`src/rtl/truth_table_seq_pkg.sv`:
```
`default_nettype none
// ============================================================================
// Module : truth_table_seq_pkg
// Brief  : Shared types and constants for the truth-table sequencer and the
//          gate datapath it checks.
// Rev    : 1.0  initial release
// ============================================================================
package truth_table_seq_pkg;

   localparam int TTS_NUM_VECTORS = 16;
   localparam int TTS_RESULT_W    = 7;
   localparam int TTS_STIM_W      = 4;
   localparam int TTS_ERR_W       = 5;

   // Result bit positions, LED order, shared with the gate datapath.
   localparam int TTS_BIT_AND     = 0;
   localparam int TTS_BIT_OR      = 1;
   localparam int TTS_BIT_XOR     = 2;
   localparam int TTS_BIT_NAND    = 3;
   localparam int TTS_BIT_DM_OR   = 4;
   localparam int TTS_BIT_MAJ     = 5;
   localparam int TTS_BIT_ONE_HOT = 6;

   typedef enum logic [2:0] {
      TTS_IDLE   = 3'd0,
      TTS_APPLY  = 3'd1,
      TTS_SETTLE = 3'd2,
      TTS_CHECK  = 3'd3,
      TTS_WAIT   = 3'd4,
      TTS_DONE   = 3'd5
   } tts_state_t;

endpackage
`default_nettype wire

```
`src/rtl/truth_table_sequencer_if.sv`:
```
`default_nettype none
// ============================================================================
// Module : truth_table_sequencer_if
// Brief  : Control, stimulus and status bundle between the board top / gate
//          datapath (master) and the truth-table sequencer (slave).
// Rev    : 1.0  initial release
// ============================================================================
interface truth_table_sequencer_if;

   logic                                       start;
   logic                                       step;
   logic [truth_table_seq_pkg::TTS_STIM_W-1:0]   stim;
   logic [truth_table_seq_pkg::TTS_RESULT_W-1:0] dut_result;
   logic                                       busy;
   logic                                       done;
   logic                                       pass;
   logic [truth_table_seq_pkg::TTS_ERR_W-1:0]    err_count;
   logic [truth_table_seq_pkg::TTS_STIM_W-1:0]   fail_vec;
   logic                                       fail_valid;

   modport master (
      output start, step, dut_result,
      input  stim, busy, done, pass, err_count, fail_vec, fail_valid
   );

   modport slave (
      input  start, step, dut_result,
      output stim, busy, done, pass, err_count, fail_vec, fail_valid
   );

endinterface
`default_nettype wire

```
`src/rtl/gate_golden_model.sv`:
```
`default_nettype none
// ============================================================================
// Module : gate_golden_model
// Brief  : Combinational reference for the gate / De Morgan datapath; the
//          whole result is forced to zero while EN is low.
// Rev    : 1.0  initial release
// ============================================================================
module gate_golden_model
   import truth_table_seq_pkg::*;
(
   input  wire logic [TTS_STIM_W-1:0]   stim,
   output logic      [TTS_RESULT_W-1:0] expected
);

   logic w_a;
   logic w_b;
   logic w_c;
   logic w_en;

   assign w_a  = stim[0];
   assign w_b  = stim[1];
   assign w_c  = stim[2];
   assign w_en = stim[3];

   always_comb begin
      expected = '0;
      if (w_en) begin
         expected[TTS_BIT_AND]     = w_a & w_b;
         expected[TTS_BIT_OR]      = w_a | w_b;
         expected[TTS_BIT_XOR]     = w_a ^ w_b;
         expected[TTS_BIT_NAND]    = ~(w_a & w_b);
         expected[TTS_BIT_DM_OR]   = ~w_a | ~w_b;
         expected[TTS_BIT_MAJ]     = (w_a & w_b) | (w_a & w_c) | (w_b & w_c);
         expected[TTS_BIT_ONE_HOT] = (w_a ^ w_b ^ w_c) & ~(w_a & w_b & w_c);
      end
   end

endmodule
`default_nettype wire

```
`src/rtl/truth_table_sequencer.sv`:
```
`default_nettype none
// ============================================================================
// Module : truth_table_sequencer
// Brief  : Walks all 16 {EN,C,B,A} vectors, settles, and checks the gate
//          datapath result against gate_golden_model.
//          Option macro: TRUTH_TABLE_SEQ_STOP_ON_FAIL_EN (halt on first miss).
// Rev    : 1.0  initial release
// ============================================================================
module truth_table_sequencer
   import truth_table_seq_pkg::*;
#(
   parameter int SETTLE_CYCLES = 2
)
(
   input  wire logic               clock,
   input  wire logic               reset,
   truth_table_sequencer_if.slave  bus
);

   localparam int c_cnt_w = (SETTLE_CYCLES > 1) ? $clog2(SETTLE_CYCLES) : 1;
   localparam logic [c_cnt_w-1:0] c_settle_load =
      c_cnt_w'((SETTLE_CYCLES > 0) ? (SETTLE_CYCLES - 1) : 0);
   localparam logic [TTS_STIM_W-1:0] c_last_idx = TTS_STIM_W'(TTS_NUM_VECTORS - 1);

   tts_state_t              r_state;
   logic [TTS_STIM_W-1:0]   r_idx;
   logic [c_cnt_w-1:0]      r_cnt;
   logic                    r_busy;
   logic                    r_done;
   logic                    r_pass;
   logic [TTS_ERR_W-1:0]    r_err_count;
   logic [TTS_STIM_W-1:0]   r_fail_vec;
   logic                    r_fail_valid;

   logic [TTS_RESULT_W-1:0] w_expected;
   logic                    w_mismatch;

   gate_golden_model u_golden (
      .stim     (r_idx),
      .expected (w_expected)
   );

   assign w_mismatch = (bus.dut_result != w_expected);

   // The vector index doubles as the registered stimulus.
   assign bus.stim       = r_idx;
   assign bus.busy       = r_busy;
   assign bus.done       = r_done;
   assign bus.pass       = r_pass;
   assign bus.err_count  = r_err_count;
   assign bus.fail_vec   = r_fail_vec;
   assign bus.fail_valid = r_fail_valid;

   always_ff @(posedge clock or posedge reset) begin
      if (reset) begin
         r_state      <= TTS_IDLE;
         r_idx        <= '0;
         r_cnt        <= '0;
         r_busy       <= 1'b0;
         r_done       <= 1'b0;
         r_pass       <= 1'b0;
         r_err_count  <= '0;
         r_fail_vec   <= '0;
         r_fail_valid <= 1'b0;
      end else begin
         case (r_state)
            TTS_IDLE, TTS_DONE: begin
               if (bus.start) begin
                  r_state      <= TTS_APPLY;
                  r_idx        <= '0;
                  r_busy       <= 1'b1;
                  r_done       <= 1'b0;
                  r_pass       <= 1'b0;
                  r_err_count  <= '0;
                  r_fail_vec   <= '0;
                  r_fail_valid <= 1'b0;
               end
            end

            TTS_APPLY: begin
               if (SETTLE_CYCLES > 0) begin
                  r_state <= TTS_SETTLE;
                  r_cnt   <= c_settle_load;
               end else begin
                  r_state <= TTS_CHECK;
               end
            end

            TTS_SETTLE: begin
               if (r_cnt == '0) begin
                  r_state <= TTS_CHECK;
               end else begin
                  r_cnt <= r_cnt - 1'b1;
               end
            end

            TTS_CHECK: begin
               r_state <= TTS_WAIT;
               if (w_mismatch) begin
                  r_err_count <= r_err_count + 1'b1;
                  if (!r_fail_valid) begin
                     r_fail_vec   <= r_idx;
                     r_fail_valid <= 1'b1;
                  end
`ifdef TRUTH_TABLE_SEQ_STOP_ON_FAIL_EN
                  // First miss ends the run with stim frozen on the bad vector.
                  r_state <= TTS_DONE;
                  r_busy  <= 1'b0;
                  r_done  <= 1'b1;
                  r_pass  <= 1'b0;
`endif
               end
            end

            TTS_WAIT: begin
               if (bus.step) begin
                  if (r_idx == c_last_idx) begin
                     r_state <= TTS_DONE;
                     r_busy  <= 1'b0;
                     r_done  <= 1'b1;
                     r_pass  <= (r_err_count == '0);
                  end else begin
                     r_idx   <= r_idx + 1'b1;
                     r_state <= TTS_APPLY;
                  end
               end
            end

            default: begin
               r_state <= TTS_IDLE;
               r_busy  <= 1'b0;
            end
         endcase
      end
   end

endmodule
`default_nettype wire

```
`src/flat_wrapper.sv`:
```
// flat-port wrapper written by rule: the top's interface ports become plain ports
module truth_table_sequencer_flat import truth_table_seq_pkg::*;
#(
   parameter int SETTLE_CYCLES = 2
)
  (clock, reset, bus_start, bus_step, bus_dut_result, bus_stim, bus_busy, bus_done, bus_pass, bus_err_count, bus_fail_vec, bus_fail_valid);
  truth_table_sequencer_if bus_i ();
  input  wire logic clock;
  input  wire logic reset;
  input wire logic [$bits(bus_i.start)-1:0] bus_start;
  input wire logic [$bits(bus_i.step)-1:0] bus_step;
  input wire logic [$bits(bus_i.dut_result)-1:0] bus_dut_result;
  output wire logic [$bits(bus_i.stim)-1:0] bus_stim;
  output wire logic [$bits(bus_i.busy)-1:0] bus_busy;
  output wire logic [$bits(bus_i.done)-1:0] bus_done;
  output wire logic [$bits(bus_i.pass)-1:0] bus_pass;
  output wire logic [$bits(bus_i.err_count)-1:0] bus_err_count;
  output wire logic [$bits(bus_i.fail_vec)-1:0] bus_fail_vec;
  output wire logic [$bits(bus_i.fail_valid)-1:0] bus_fail_valid;
  assign bus_i.start = bus_start;
  assign bus_i.step = bus_step;
  assign bus_i.dut_result = bus_dut_result;
  assign bus_stim = bus_i.stim;
  assign bus_busy = bus_i.busy;
  assign bus_done = bus_i.done;
  assign bus_pass = bus_i.pass;
  assign bus_err_count = bus_i.err_count;
  assign bus_fail_vec = bus_i.fail_vec;
  assign bus_fail_valid = bus_i.fail_valid;
  truth_table_sequencer #(.SETTLE_CYCLES(SETTLE_CYCLES)) u_core (.clock(clock), .reset(reset), .bus(bus_i));
endmodule
```
`config.mk`:
```
export PLATFORM = sky130hd
export DESIGN_NAME = truth_table_sequencer_flat
export DESIGN_NICKNAME = d
export VERILOG_FILES = /design/src/rtl/truth_table_seq_pkg.sv /design/src/rtl/truth_table_sequencer_if.sv /design/src/rtl/gate_golden_model.sv /design/src/rtl/truth_table_sequencer.sv /design/src/flat_wrapper.sv
export SDC_FILE = /design/constraint.sdc
export NUM_CORES = 1
export LEC_CHECK = 0
export ABC_AREA = 0
export BUFFER_PORTS_ARGS = -buffer_cell sky130_fd_sc_hd__buf_2
export CAP_MARGIN = 20
export CELL_PAD_IN_SITES_DETAIL_PLACEMENT = 1
export CELL_PAD_IN_SITES_GLOBAL_PLACEMENT = 1
export CORE_AREA = 2 2 61 63
export CTS_CLUSTER_DIAMETER = 200
export DETAILED_ROUTE_END_ITERATION = 10
export DIE_AREA = 0 0 63 65
export GPL_TIMING_DRIVEN = 1
export PLACE_DENSITY_LB_ADDON = 0.1
export SLEW_MARGIN = 15
export SYNTH_ARGS = -nofsm -noshare
export SYNTH_HDL_FRONTEND = slang
export SYNTH_SLANG_ARGS = --single-unit
```
`constraint.sdc`:
```
create_clock -name clock -period 2.3 [get_ports clock]
set_input_delay 0.23 -clock clock [delete_from_list [all_inputs] [get_ports clock]]
set_output_delay 0.23 -clock clock [all_outputs]
set_load 0.005 [all_outputs]
```
**Word level (Yosys, flattened, before mapping)**

Cells that the tools add are included.

- Bits in registers: 21
- Bits of input ports: 11
- Output and inout bits: 17
- Logic and storage cells: 86

- Add/sub/neg operators: 3
- Eq/ne operators: 14
- Muxes and demuxes: 31
- Bitwise operators: 16
- Reduce and logical (&&, ||, !) cells: 13

Operators with widths:

| kind | number |
|---|---|
| $mux W4 | 5 |
| $pmux W4 S2 | 2 |
| $reduce_and A4 Y1 | 4 |
| $pmux W3 S5 | 1 |
| $mux W3 | 4 |
| $mux W1 | 10 |
| $mux W5 | 2 |
| $ne A2 B2 Y1 const B | 5 |
| $pmux W5 S2 | 1 |
| $pmux W1 S2 | 4 |
| $mux W7 | 1 |
| $ne A7 B7 Y1 | 1 |
| $eq A3 B2 Y1 const B | 2 |
| $eq A3 B3 Y1 const B | 2 |
| $reduce_and A3 Y1 | 2 |
| $reduce_bool A2 Y1 | 3 |
| $add A5 B1 Y5 const B | 1 |
| $and A1 B1 Y1 | 5 |
| $logic_not A5 Y1 | 1 |
| $not A1 Y1 | 5 |
| $add A4 B1 Y4 const B | 1 |
| $eq A4 B4 Y1 const B | 1 |
| $ne A2 B1 Y1 const B | 2 |
| $or A1 B1 Y1 | 4 |
| 7 further kinds | 8 |

**Logic depth before layout (Yosys ltp)**

- Word-level depth: 8
- Mapped depth: 7
- Depth with buffers taken out: 7

**Modules after synthesis**

Synthesis repeated with hierarchy kept, for this count alone.

- Cell total of the unflattened synthesis: 132
- Area, all modules: 1257.5 µm²

Modules (own cells, without submodules):

| module | instances | cells each | area each (µm²) | seq. area each (µm²) |
|---|---|---|---|---|
| truth_table_sequencer | 1 | 119 | 1156.1 | 525.5 |
| gate_golden_model | 1 | 13 | 101.3 | 0.0 |

**Worst setup path after synthesis**

OpenSTA, ideal clock, no wires.

- Path type: register to register
- Start: register u_core.r_idx[0] (netlist: u_core.bus.stim[0])
- End: register u_core.r_err_count[0] (netlist: u_core.bus.err_count[0])
- Setup time: 0.125 ns
- Arrival: 1.993 ns
- Data required time: 2.175 ns
- Path slack: 0.182 ns
- Stages on the path, launching flop included: 7
- Path buffers: 0
- Period minus slack after synthesis: 2.118 ns
- Cell sequence: dfrtp_1 fa_1 nand2b_1 a211oi_1 o2111a_1 a21oi_1 mux2_4

- Word-level cells in the longest chain between the ends: 8
- Elaborated cells between the ends (all ways): 17
- Classes of those cells: eq/ne: 2; mux: 1; bitwise: 13; reduce/logical: 1

RTL lines:

| element | line | text |
|---|---|---|
| start: declaration | truth_table_sequencer.sv:26 | `logic [TTS_STIM_W-1:0] r_idx;` |
| start signal: assignment | truth_table_sequencer.sv:123 | `r_idx <= r_idx + 1'b1;` |
| $and A1 B1 Y1 | - |  |
| $and A1 B1 Y1 | gate_golden_model.sv:34 | `expected[TTS_BIT_ONE_HOT] = (w_a ^ w_b ^ w_c) & ~(w_a & w_b & w_c);` |
| $not A1 Y1 | gate_golden_model.sv:34 |  |
| $and A1 B1 Y1 | gate_golden_model.sv:34 |  |
| $mux W7 * | gate_golden_model.sv:27 | `if (w_en) begin` |
| $ne A7 B7 Y1 * | truth_table_sequencer.sv:43 | `assign w_mismatch = (bus.dut_result != w_expected);` |
| $ne A2 B1 Y1 (no line) * | - |  |
| $reduce_and A3 Y1 (no line) * | - |  |
| end signal: assignment | truth_table_sequencer.sv:100 | `r_err_count <= r_err_count + 1'b1;` |
| end: declaration | truth_table_sequencer.sv:31 | `logic [TTS_ERR_W-1:0] r_err_count;` |

Mark *: on every way between the ends. The rest lies on a longest branch, timed or not.
A chain may end at the register's enable or synchronous reset.

**Worst setup path in the final report**

Same ends and word-level chain as after synthesis.

==> flow_metrics.py <==
metrics = {
    "placed_design": {
        "placed_area_sq_um": 1570,
        "gp_congestion": 0.782,
        "dp_hpwl_mm": 2.79,
        "io_buffers": 27,
        "place_ws_ps": -20.3,
    },
    "logic_synthesis": {
        "synth_top_area_cell": "dfrtp_1",
        "syn_nets": 158,
        "ys_seq_elements": 21,
        "synth_area_leaders": "dfrtp_1 39%, ha_1 4.6%, nand3_1 3.3%",
        "synth_cell_type_count": 47,
        "synth_cells": 141,
        "synthArstFlopShare_pct": 100,
        "seq_area_frac_synth_pct": 38.6,
        "yosysWarnings": 0,
        "netlist_area_sq_um": 1360,
        "synth_edf_count": 0,
        "yosys.area.top_type_share_pct": 38.6,
        "ys.flop_type": "dfrtp_1",
        "avgSynthCellArea_sq_um": 9.65,
    },
    "floorplan": {
        "dieArea_sq_um": 4100,
        "core-area_sq_um": 3500,
        "rows": 22,
        "die_height_um": 65,
        "dieWidth_um": 63,
        "ios": 28,
        "start_util_pct": 38.9,
    },
    "critical_path": {
        "r2r-start": "u_core.bus.stim[0]$_DFFE_PP0P_",
        "crit_chain": "fa_1 > nand4bb_1 > o22ai_2 > o2111a_2 > a21oi_1 > mux2_4",
        "reg2reg_slack_ps": 110,
        "cp_top_family": "compound AO/OA/AOI/OAI gates",
        "critical_path.max_fanout": 5,
        "critPathMaxStageDelay_ps": 470,
        "cp_slowest_cell": "dfrtp_2",
        "worst_r2r_endpoint": "u_core.bus.err_count[0]$_DFFE_PP0P_",
        "start_kind": "flip-flop",
        "critPathCaptureType": "flip-flop",
        "reg2reg_depth": 6,
        "criticalPathCategory": "reg -> reg",
        "crit_cells": 6,
        "crit_buf_inv": 0,
        "arrival_ps": 2410,
        "setup.worst_path.start": "u_core.bus.stim[0]$_DFFE_PP0P_",
        "crit_required_ps": 2510,
        "critPathCapture": "u_core.bus.err_count[0]$_DFFE_PP0P_",
    },
    "route": {
        "ant_nets": 0,
        "drc": 0,
        "drt-initial-drc-count": 42,
        "viasPerCell": 5.61,
        "wl_per_cell_um": 16.3,
        "dr.pass1.iters": 4,
        "num_vias": 1239,
        "wl_mm": 3.60,
    },
    "sta": {
        "fin_crit_ps": 2190,
        "skew_ps": 2.61,
        "hold_violations": 0,
        "max_freq_mhz": 456,
        "setup_viol": 0,
        "final.setup.worst_slack_ps": 105,
        "slew_viol_final": 0,
        "slew_headroom_pct": 45.0,
        "worst_slew_pin_slew_ps": 824,
        "grt_setup_unrepaired": "no",
        "period_share_pct": 95.4,
    },
    "power_and_ir_drop": {
        "p_per_area_nw_per_um2": 960,
        "power_switching_uw": 690,
        "max-vdd-ir-drop_uv": 343,
        "power_frac_seq_pct": 39.7,
        "power.share.combinational_pct": 48.2,
        "p_clk_share_pct": 12.1,
        "p_leak_nw": 0.787,
        "p_int_uw": 865,
        "swShare_pct": 44.4,
    },
    "final_layout": {
        "stdcell_area_sq_um": 1620,
        "drive_gt1_share_pct": 31.2,
        "area_delta_synth_final_pct": 19.0,
        "fillers": 441,
        "fin_nets": 191,
        "antenna_cells": 0,
    },
    "clocking": {
        "cts_made_buffers": 3,
        "cts_root_buf": "clkbuf_4",
        "clkTransAtPathRegs_ps": 120,
        "clk_latency_ps": 310,
        "cts.sinks": 21,
        "clock_path_buffers": 2,
        "cts_htree_levels": 1,
        "cts_hold_buf": 0,
        "cts_tree": "yes",
    },
    "grt": {
        "grt_overflow_total": 0,
        "use_met2_pct": 31.5,
        "grt_use_met3_pct": 1.91,
        "grt_pass1_wl_mm": 6.12,
        "track_usage_pct": 19.2,
        "met1_usage_pct": 26.3,
        "grt_pass1_vias": 1210,
        "antenna_found_initial": 0,
        "busiest_layer": "met2",
        "grt_start_max_net_pins": 22,
    },
    "outcome": {
        "status": "finished clean",
    },
    "run": {
        "cap_violations": 0,
    },
    "worst_hold_path": {
        "hold_path.class": "in -> async",
    },
}
state kept, by name, summed over array words and instances, names as in the netlist:
signal                 flops
u_core.bus.pass            1
u_core.r_cnt               1
u_core.bus.done            1
u_core.bus.stim            4
u_core.bus.busy            1
u_core.r_state             3
u_core.bus.fail_valid      1
u_core.bus.fail_vec        4
u_core.bus.err_count       5
worst register-to-register path, stage by stage (launching register included):
cell and delay, ps:
dfrtp_2 470, fa_1 470, nand4bb_1 230, o22ai_2 230
o2111a_2 310, a21oi_1 120, mux2_4 270
repair_timing:
item,4_1_cts,5_1_grt
setup buffers,0,0
setup endpoints to repair,3,10
resized for setup,1,5
pin swaps,0,2
endpoints found under the hold margin,0,0
power groups by stage:
stage / Combinational [mW] / Sequential (mW) / Clock [mW]
2_1_floorplan: 0.572 / 0.545 / 0
3_3_place_gp: 0.730 / 0.615 / 0
3_5_place_dp: 0.749 / 0.625 / 0
4_1_cts: 0.752 / 0.619 / 0.196
5_1_grt: 0.844 / 0.646 / 0.211
6_report: 0.750 / 0.617 / 0.189
cells in the mapped netlist, drive strengths merged, types with 3 or more instances:
master / n
dfrtp: 21
o21ai: 15
nand2: 13
nand3: 9
inv: 8
nor2: 7
a22o: 5
ha: 5
a21oi: 4
and3: 4
buf: 4
nand3b: 4
a211o: 3
a211oi: 3
and2: 3
xor2: 3
final cells by class:
class / instances / area [sq um] / share of cell area, %
well taps: 48 / 60.1 / 3.71
multi-input cells: 107 / 796 / 49.1
flip-flops and latches: 21 / 528 / 32.6
inverters: 8 / 30.0 / 1.85
repair buffers: 33 / 180 / 11.1
clock buffers: 4 / 26.3 / 1.62
cells by family after synthesis:
| group | Yosys count | share of synthesized area (%) |
|---|---|---|
| buffers and inverters | 13 | 4.41 |
| DFF | 21 | 38.6 |
| adders and majority gates | 6 | 6.07 |
| xor gates and xnor gates | 5 | 3.22 |
| and+or+nand+nor | 52 | 21.3 |
| muxes | 2 | 1.93 |
| AOI/OAI and AO/OA | 42 | 24.4 |
routing by layer:
metal,part of all wire [%],up-vias
li1,-,580
met1,46,625
met2,50,29
met3,3.1,5
met4,1.4,0
met5,0,-
placed cells by master, fill, tap and decap left out, types with 2 or more instances in the layout:
cell and n:
a21oi_1 4, a2111oi_1 2, buf_2 27, and2_1 2
nor2b_1 2, nor3_1 2, dfrtp_1 19, ha_1 5
and3_1 4, nor2_1 6, nand2b_1 2, inv_1 8
xor2_1 2, nand3b_1 4, a22o_1 5, o21ai_1 5
xnor2_1 2, a211oi_2 2, dfrtp_2 2, o21ai_0 9
clkbuf_4 3, buf_4 6, nand2_1 12, nand3_1 9
nor3b_1 2, a211o_1 3
per-stage QoR:
step                utilization [%]  TNS [ps]  instances  hold slack (ps)  total power [mW]
finish                         46.3         0        221             53.7              1.56
global route                   46.3         0        221              138              1.70
CTS                            45.7         0        221             94.1              1.57
detailed placement             45.0     -37.7        217              454              1.37
global placement               45.0         0        217              434              1.34
floorplan                         -         0        141              207              1.12
worst min-delay path by stage:
stage	end	slack (ps)	depth (start not counted)
after detailed placement	u_core.r_state[0]$_DFFE_PP0P_	450	2
final	u_core.bus.err_count[1]$_DFFE_PP0P_	50	2
after CTS	u_core.r_state[0]$_DFFE_PP0P_	90	2
after global placement	u_core.r_state[1]$_DFFE_PP0P_	430	2
after floorplan	u_core.bus.busy$_DFFE_PP0P_	210	1
after global routing	u_core.bus.pass$_DFFE_PP0P_	140	2
Note: power is estimated with default switching activity, not from simulation.
